$ cat src/rtl/fft_pkg.sv
// Shared constants, sample type and capture-state encoding for the FFT front end.
package fft_pkg;

    localparam int DW       = 16;
    localparam int N        = 16;
    localparam int FLAG_IDX = 12;
    localparam int CW       = $clog2(N);

    localparam logic [CW-1:0] FLAG_CNT = CW'(FLAG_IDX);
    localparam logic [CW-1:0] LAST_CNT = CW'(N - 1);

    typedef struct packed {
        logic [DW-1:0] re;
        logic [DW-1:0] im;
    } cplx_t;

    typedef enum logic {
        ST_FILL  = 1'b0,
        ST_DRAIN = 1'b1
    } sp_state_t;

endpackage

$ cat src/rtl/sp_mem16.sv
// 16-entry complex-sample register file: one write port, three stride-4 read ports.
module sp_mem16
    import fft_pkg::*;
(
    input  logic          clk,
    input  logic          wr_en,
    input  logic [CW-1:0] wr_addr,
    input  cplx_t         wr_data,
    input  logic [1:0]    rd_grp,
    output cplx_t         rd0,
    output cplx_t         rd1,
    output cplx_t         rd2
);

    // Not reset: contents are always rewritten before a group reads them.
    cplx_t mem [N];

    always_ff @(posedge clk) begin
        if (wr_en) begin
            mem[wr_addr] <= wr_data;
        end
    end

    assign rd0 = mem[{2'b00, rd_grp}];
    assign rd1 = mem[{2'b01, rd_grp}];
    assign rd2 = mem[{2'b10, rd_grp}];

endmodule

$ cat src/rtl/s_p_buffer.sv
// Serial-to-parallel front end: captures 16-sample frames and issues radix-4 stage-1 groups.
//
//   state    | meaning
//   ---------+------------------------------------------------------------
//   ST_FILL  | collecting indices 0..12, in_valid gaps tolerated
//   ST_DRAIN | indices 13..15, one sample per cycle, a gap drops the frame
module s_p_buffer
    import fft_pkg::*;
(
    input  logic          clk,
    input  logic          rst_n,
    input  logic          in_valid,
    input  logic [DW-1:0] in_re,
    input  logic [DW-1:0] in_im,
    output logic          s_p_flag,
    output logic          out_valid,
    output logic [1:0]    out_grp,
    output logic [DW-1:0] out0_re,
    output logic [DW-1:0] out0_im,
    output logic [DW-1:0] out1_re,
    output logic [DW-1:0] out1_im,
    output logic [DW-1:0] out2_re,
    output logic [DW-1:0] out2_im,
    output logic [DW-1:0] out3_re,
    output logic [DW-1:0] out3_im,
    output logic          frame_err
);

    sp_state_t     state;
    logic [CW-1:0] wr_cnt;
    cplx_t         in_smp;
    cplx_t         rd0;
    cplx_t         rd1;
    cplx_t         rd2;
    logic          grp_issue;

    assign in_smp = '{re: in_re, im: in_im};

    // Indices 12..15 each complete one group; the group index is the low two bits.
    assign grp_issue = in_valid && (wr_cnt >= FLAG_CNT);

    sp_mem16 u_mem (
        .clk     (clk),
        .wr_en   (in_valid),
        .wr_addr (wr_cnt),
        .wr_data (in_smp),
        .rd_grp  (wr_cnt[1:0]),
        .rd0     (rd0),
        .rd1     (rd1),
        .rd2     (rd2)
    );

    always_ff @(posedge clk or negedge rst_n) begin
        if (!rst_n) begin
            state     <= ST_FILL;
            wr_cnt    <= '0;
            s_p_flag  <= 1'b0;
            out_valid <= 1'b0;
            out_grp   <= 2'd0;
            frame_err <= 1'b0;
            out0_re   <= '0;
            out0_im   <= '0;
            out1_re   <= '0;
            out1_im   <= '0;
            out2_re   <= '0;
            out2_im   <= '0;
            out3_re   <= '0;
            out3_im   <= '0;
        end else begin
            s_p_flag  <= 1'b0;
            out_valid <= 1'b0;
            frame_err <= 1'b0;

            case (state)
                ST_FILL: begin
                    if (in_valid) begin
                        wr_cnt <= wr_cnt + 1'b1;
                        if (wr_cnt == FLAG_CNT) begin
                            state    <= ST_DRAIN;
                            s_p_flag <= 1'b1;
                        end
                    end
                end
                ST_DRAIN: begin
                    if (in_valid) begin
                        wr_cnt <= wr_cnt + 1'b1;
                        if (wr_cnt == LAST_CNT) begin
                            state <= ST_FILL;
                        end
                    end else begin
                        frame_err <= 1'b1;
                        wr_cnt    <= '0;
                        state     <= ST_FILL;
                    end
                end
            endcase

            // x[k+12] is the sample arriving now, so it bypasses the memory.
            if (grp_issue) begin
                out_valid <= 1'b1;
                out_grp   <= wr_cnt[1:0];
                out0_re   <= rd0.re;
                out0_im   <= rd0.im;
                out1_re   <= rd1.re;
                out1_im   <= rd1.im;
                out2_re   <= rd2.re;
                out2_im   <= rd2.im;
                out3_re   <= in_re;
                out3_im   <= in_im;
            end
        end
    end

endmodule

$ cat config.mk
export PLATFORM = sky130hd
export DESIGN_NAME = s_p_buffer
export DESIGN_NICKNAME = d
export VERILOG_FILES = /design/src/rtl/fft_pkg.sv /design/src/rtl/sp_mem16.sv /design/src/rtl/s_p_buffer.sv
export SDC_FILE = /design/constraint.sdc
export NUM_CORES = 1
export LEC_CHECK = 0
export CAP_MARGIN = 10
export CORE_ASPECT_RATIO = 1.75
export CORE_UTILIZATION = 52
export CTS_CLUSTER_SIZE = 14
export DETAILED_ROUTE_END_ITERATION = 10
export GPL_ROUTABILITY_DRIVEN = 0
export HOLD_SLACK_MARGIN = 0.08
export PLACE_DENSITY = 0.82
export SYNTH_ARGS = -nofsm -noshare
export SYNTH_HDL_FRONTEND = slang
export SYNTH_SLANG_ARGS = --single-unit
$ cat constraint.sdc
create_clock -name clk -period 4.16 [get_ports clk]
set_input_delay 0.416 -clock clk [delete_from_list [all_inputs] [get_ports clk]]
set_output_delay 0.416 -clock clk [all_outputs]
set_load 0.02 [all_outputs]
==> results of run 1 <==
## final cells by class
cell class,count,share of cell area
diodes,1,0.000110
clock buffers,76,0.0553
clock inverters,6,0.00165
inverters,4,0.000658
multi-input cells,523,0.178
flip-flops and latches,522,0.657
well taps,475,0.0261
repair buffers,188,0.0809
## path summary, 6_finish.rpt
check	startpoint	depth (start not counted)	slack [ns]	to
setup reg to reg	wr_cnt[1]	3	1.70	out2_re[3]
hold reg to reg	out3_im[9]	2	0.47	out3_im[9]
hold / removal	rst_n	2	0.41	out1_im[5]
setup / recovery	wr_cnt[1]	3	1.70	out2_re[3]
max in group asynchronous	rst_n	3	2.67	out0_im[14]
min in group clk	out3_im[9]	2	0.47	out3_im[9]
## cells by family after synthesis
logic type,after synthesis,synth area share
fa+ha+maj,4,0.00259
simple gates,224,0.0467
mux,193,0.100
buf+inv,67,0.0172
flops,522,0.775
compound gates,102,0.0583
## timing repair
item                      in CTS  in global routing
resized for setup              0                  0
hold endpoints to repair      69                  0
hold buffers                   1                  0
## power breakdown
group	total (mW)	switching (mW)	internal [mW]
clock	3.82	1.75	2.07
combinational	4.11	2.21	1.89
sequential	7.11	0.621	6.49
total	15.0	4.59	10.5
## registers in the layout, indices dropped and copies added, names as in the netlist, 2 cells and up
| name | count |
|---|---|
| wr_cnt | 4 |
| out1_im | 16 |
| out2_re | 16 |
| out_grp | 2 |
| u_mem.mem | 384 |
| out3_re | 16 |
| out0_re | 16 |
| out3_im | 16 |
| out2_im | 16 |
| out1_re | 16 |
| out0_im | 16 |
## cell usage after synthesis
master	instances	area (sq um)
nand4b_1	1	8.76
ha_1	4	50.1
nand3_1	2	10.0
buf_2	22	110
nor2b_1	3	18.8
buf_1	1	3.75
nand2_1	202	758
inv_1	2	7.51
o221ai_1	56	490
nor3b_1	5	37.5
inv_2	2	7.51
and3_1	8	50.1
nand3_2	1	10.0
mux2i_1	192	1920
edfxtp_1	384	11500
or3_1	1	6.26
o21ai_0	2	10.0
o31ai_1	1	7.51
o221ai_2	40	601
buf_4	4	30.0
dfrtp_1	138	3450
a21boi_0	1	7.51
nor2_1	1	3.75
clkbuf_1	31	116
mux2_2	1	11.3
buf_6	5	56.3
o22ai_1	1	6.26
a21oi_1	1	5.00
## layer usage
| layer | up-vias | wire (um) | part of all wire |
|---|---|---|---|
| met5 | - | 0 | 0 |
| met4 | 0 | 1450 | 0.035 |
| met3 | 68 | 2150 | 0.051 |
| met2 | 368 | 22400 | 0.53 |
| met1 | 5392 | 16000 | 0.38 |
| li1 | 4585 | - | - |
## worst reg2reg max path: stages, from the launching register on
cell,delay (ns)
dfrtp_4,0.75
buf_4,0.93
mux2i_1,0.51
o221ai_2,0.14
## stage by stage
stage          cells  total power [mW]
3_3_place_gp    1711              11.2
6_report        1795              15.0
2_1_floorplan   1112              9.33
5_1_grt         1795              15.7
3_5_place_dp    1711              11.3
4_1_cts         1794              15.2
==> results_dict.tcl, run 1 <==
set metrics [dict create \
    drc_errors 0 \
    cts_setup_buffers 0 \
    busiest_layer "met2" \
    criticalPathCategory "flip-flop to flip-flop" \
    grt_use_total 0.227 \
    overflow 0 \
    syn2layout_area_growth_pct 18.0 \
    area.sequential_sq_um 15000 \
    clock_sinks 522 \
    start_kind "flip-flop" \
    cts-htree-levels 2 \
    fin_crit_ns 2.46 \
    powerDensity_nw_per_um2 659 \
    grt_pass1_vias 10927 \
    drtIter0Drc 717 \
    post-route-util 0.620 \
    fillers 2616 \
    cts-root-buf "clkbuf_16" \
    rows 93 \
    die_area_sq_um 38000 \
    io_buffers 167 \
    status "finished clean" \
    finalInstanceArea_sq_um 22800 \
    ys_types 28 \
    grt_max_degree 72 \
    dp_hpwl_mm 24.4 \
    cts_buffers 44 \
    multi_input_area_sq_um 4060 \
    clock_skew_ns 0.0133 \
    clk_latency_ns 0.57 \
    crit_chain "buf_4, mux2i_1, o221ai_2" \
    required_ns 4.59 \
    postRouteAntennaNets 0 \
    ys_ff_latch 522 \
    post_route_cells_drive_above_1_share 0.101 \
    rsz0062_at_grt "false" \
    cp_slowest_cell "buf_4" \
    mostFrequentLayoutCell "edfxtp_1" \
    met2_usage 0.396 \
    cp_max_fo 65 \
    finalHoldViolations 0 \
    layout_setup_ws_ns 1.70 \
    vias_per_cell 5.80 \
    antenna_found_initial 1 \
    worst_pin_slew_ns 1.16 \
    grt_pass1_wl_mm 64.3 \
    start_util 0.526 \
    maxCapViolations 0 \
    critPathTopFamily "buffers and inverters" \
    cp.arrival_ns 2.89 \
    synthesis.area_sq_um 19300 \
    cts_tree "yes" \
    path_buf_inv 1 \
    vias 10413 \
    power_leakage_nw 8.48 \
    post_drt_wl_per_cell_um 23.4 \
    dp_slack_ns 1.24 \
    maxSlewViolCount 0 \
    ys_seq_area_frac 0.775 \
    met1_usage 0.278 \
    die_height_um 257 \
    grt_use_met3 0.0346 \
    slew_headroom 0.226 \
    ios 168 \
    clockBufferDepth 3 \
    final_cell_mix "384 x edfxtp_1, 201 x nand2_1, 192 x mux2i_1, 166 x clkdlybuf4s50_1, 137 x dfrtp_1" \
    synth.avg_cell_area_sq_um 17.4 \
    slowest_delay_ns 0.92 \
    placed_area_sq_um 21500 \
    wl_mm 42.0 \
    hold_slack_ns 0.413 \
    drt_first_pass_iters 5 \
    syn-instance-count 1112 \
    setup_viol 0 \
    end_kind "flip-flop" \
    die_x_um 148 \
    hold_path_class "input port to asynchronous set/reset pin" \
    tns_ns 0 \
    synth_nets 1151 \
    fmax_mhz 406 \
    clkSlewWorstSetupHoldPaths_ns 0.06 \
    vdd_drop_max_mv 0.290 \
    core_sq_um 36800 \
    nets 1322 \
    yosys_warnings 0 \
    fin_crit_sh 0.592 \
]
(Power assumes the default switching activity.)
==> run 2, diff against run 1 <==
--- a/config.mk
+++ b/config.mk
@@ -7,12 +7,12 @@
 export LEC_CHECK = 0
 export CAP_MARGIN = 10
 export CORE_ASPECT_RATIO = 1.75
-export CORE_UTILIZATION = 52
+export CORE_UTILIZATION = 57
 export CTS_CLUSTER_SIZE = 14
 export DETAILED_ROUTE_END_ITERATION = 10
 export GPL_ROUTABILITY_DRIVEN = 0
 export HOLD_SLACK_MARGIN = 0.08
-export PLACE_DENSITY = 0.82
+export PLACE_DENSITY = 0.85
 export SYNTH_ARGS = -nofsm -noshare
 export SYNTH_HDL_FRONTEND = slang
 export SYNTH_SLANG_ARGS = --single-unit
==> constraint.sdc (replaced) <==
create_clock -name clk -period 2.4 [get_ports clk]
set_input_delay 0.24 -clock clk [delete_from_list [all_inputs] [get_ports clk]]
set_output_delay 0.24 -clock clk [all_outputs]
set_load 0.02 [all_outputs]
==> run 2 against run 1 <==
  * Final cell count decreased by 0.45%
  * Sequential share of layout area decreased by 1.0 points
  * Combinational power increased by 83%
  * Die area decreased by 8.7%
  * Sequential cell count unchanged
  * Routed wire length increased by 4.7%
==> results_dict.tcl, run 2 (synthesized netlist as in run 1, its figures left out) <==
set metrics [dict create \
    status "finished clean" \
    worst_pin_slew_ns 0.924 \
    cts-root-buf "clkbuf_16" \
    placed_area_sq_um 21900 \
    drc_errors 0 \
    slowest_delay_ns 0.74 \
    maxCapViolations 0 \
    powerDensity_nw_per_um2 1140 \
    core_sq_um 33100 \
    drtIter0Drc 842 \
    ff2ff_setup_slack_ns 0.46 \
    start_kind "flip-flop" \
    fillers 1988 \
    fin_crit_sh 0.808 \
    cts_buffers 44 \
    crit_chain "buf_4, mux2i_1, o221ai_1" \
    cp.arrival_ns 2.36 \
    path_buf_inv 1 \
    die_height_um 246 \
    die_x_um 141 \
    cts_tree "yes" \
    grt_pass1_vias 11403 \
    start_util 0.583 \
    rsz0062_at_grt "false" \
    maxSlewViolCount 0 \
    wl_mm 44.0 \
    clockBufferDepth 3 \
    dp_hpwl_mm 25.9 \
    rows 88 \
    io_buffers 167 \
    cp_slowest_cell "buf_4" \
    power_leakage_nw 8.64 \
    regMostFlops "u_mem.mem" \
    grt_pass1_wl_mm 66.6 \
    fmax_mhz 515 \
    drt_first_pass_iters 5 \
    nets 1341 \
    largest_register_ffs 384 \
    grt_use_total 0.263 \
    clkSlewWorstSetupHoldPaths_ns 0.07 \
    required_ns 2.82 \
    vias 10815 \
    antenna_found_initial 1 \
    slew_headroom 0.384 \
    cts_resized 0 \
    setup_viol 0 \
    cp_max_fo 54 \
    ios 168 \
    grt_max_degree 75 \
    rr_worst_depth 3 \
    vdd_drop_max_mv 0.918 \
    post_drt_wl_per_cell_um 24.6 \
    finalInstanceArea_sq_um 23200 \
    cp.depth 3 \
    r2r_start "wr_cnt[1]" \
    finalHoldViolations 0 \
    postRouteAntennaNets 0 \
    fin_crit_ns 1.94 \
    hold_slack_ns 0.190 \
    mostFrequentLayoutCell "edfxtp_1" \
    overflow 0 \
    clock_sinks 522 \
    hold_path_class "input port to asynchronous set/reset pin" \
    syn2layout_area_growth_pct 19.9 \
    r2r-end "out0_im[15]" \
    clk_latency_ns 0.56 \
    end_kind "flip-flop" \
    cts-htree-levels 2 \
    post_route_cells_drive_above_1_share 0.112 \
    die_area_sq_um 34700 \
    critPathTopFamily "buffers and inverters" \
    vias_per_cell 6.05 \
    criticalPathCategory "flip-flop to flip-flop" \
    clock_skew_ns 0.0140 \
    final_cell_mix "384 x edfxtp_1, 201 x nand2_1, 192 x mux2i_1, 166 x clkdlybuf4s50_1, 137 x dfrtp_1" \
]
run 2: report_power, final:
part	internal, mW	leakage (nW)	total, mW	switching [mW]
logic	3.40	2.70	7.51	4.11
clock network	3.60	0.620	6.62	3.02
registers	11.2	5.32	12.2	0.956
run 2: area by class of cell:
type	count	area, sq um	area share
Sequential cell	522	15000	0.647
Multi-Input combinational cell	523	4090	0.176
Timing Repair Buffer	207	2210	0.0955
Clock buffer	76	1270	0.0549
Tap cell	450	563	0.0243
Clock inverter	4	28.8	0.00124
Inverter	4	15.0	0.000648
Antenna cell	1	2.50	0.000108
run 2: what timing repair did:
item / CTS / global route
endpoints found under the hold margin: 85 / 0
buffers inserted: 0 / 0
hold buffers: 1 / 0
run 2: per-layer routing:
| layer | GRT usage | share of wire | up-vias |
|---|---|---|---|
| met1 | 0.311 | 0.36 | 5584 |
| met5 | 0 | 0 | - |
| met2 | 0.470 | 0.55 | 485 |
| li1 | - | - | 4622 |
| met4 | 0.135 | 0.041 | 0 |
| met3 | 0.0302 | 0.051 | 124 |
run 2: metrics by stage:
step	util	TNS [ns]	std cells	power, mW	worst slack, ns
final	0.699	0	1787	26.3	0.460
after global routing	0.699	0	1787	27.2	0.412
after CTS	0.699	0	1786	26.4	0.458
after detailed placement	0.660	0	1705	19.8	0.145
after global placement	0.660	0	1705	19.6	0.163
after floorplan	-	-32.02	1112	16.2	-0.520
run 2: worst max-delay path by stage:
stage	start	endpoint	slack [ns]
floorplan	wr_cnt[1]	u_mem.mem[4][0]	-0.52
finish	wr_cnt[1]	out0_im[15]	0.46
CTS	out2_re[15]	out2_re[15]	0.46
detailed placement	in_valid	u_mem.mem[8][28]	0.15
global route	wr_cnt[1]	out0_im[14]	0.41
global placement	in_valid	u_mem.mem[8][0]	0.16
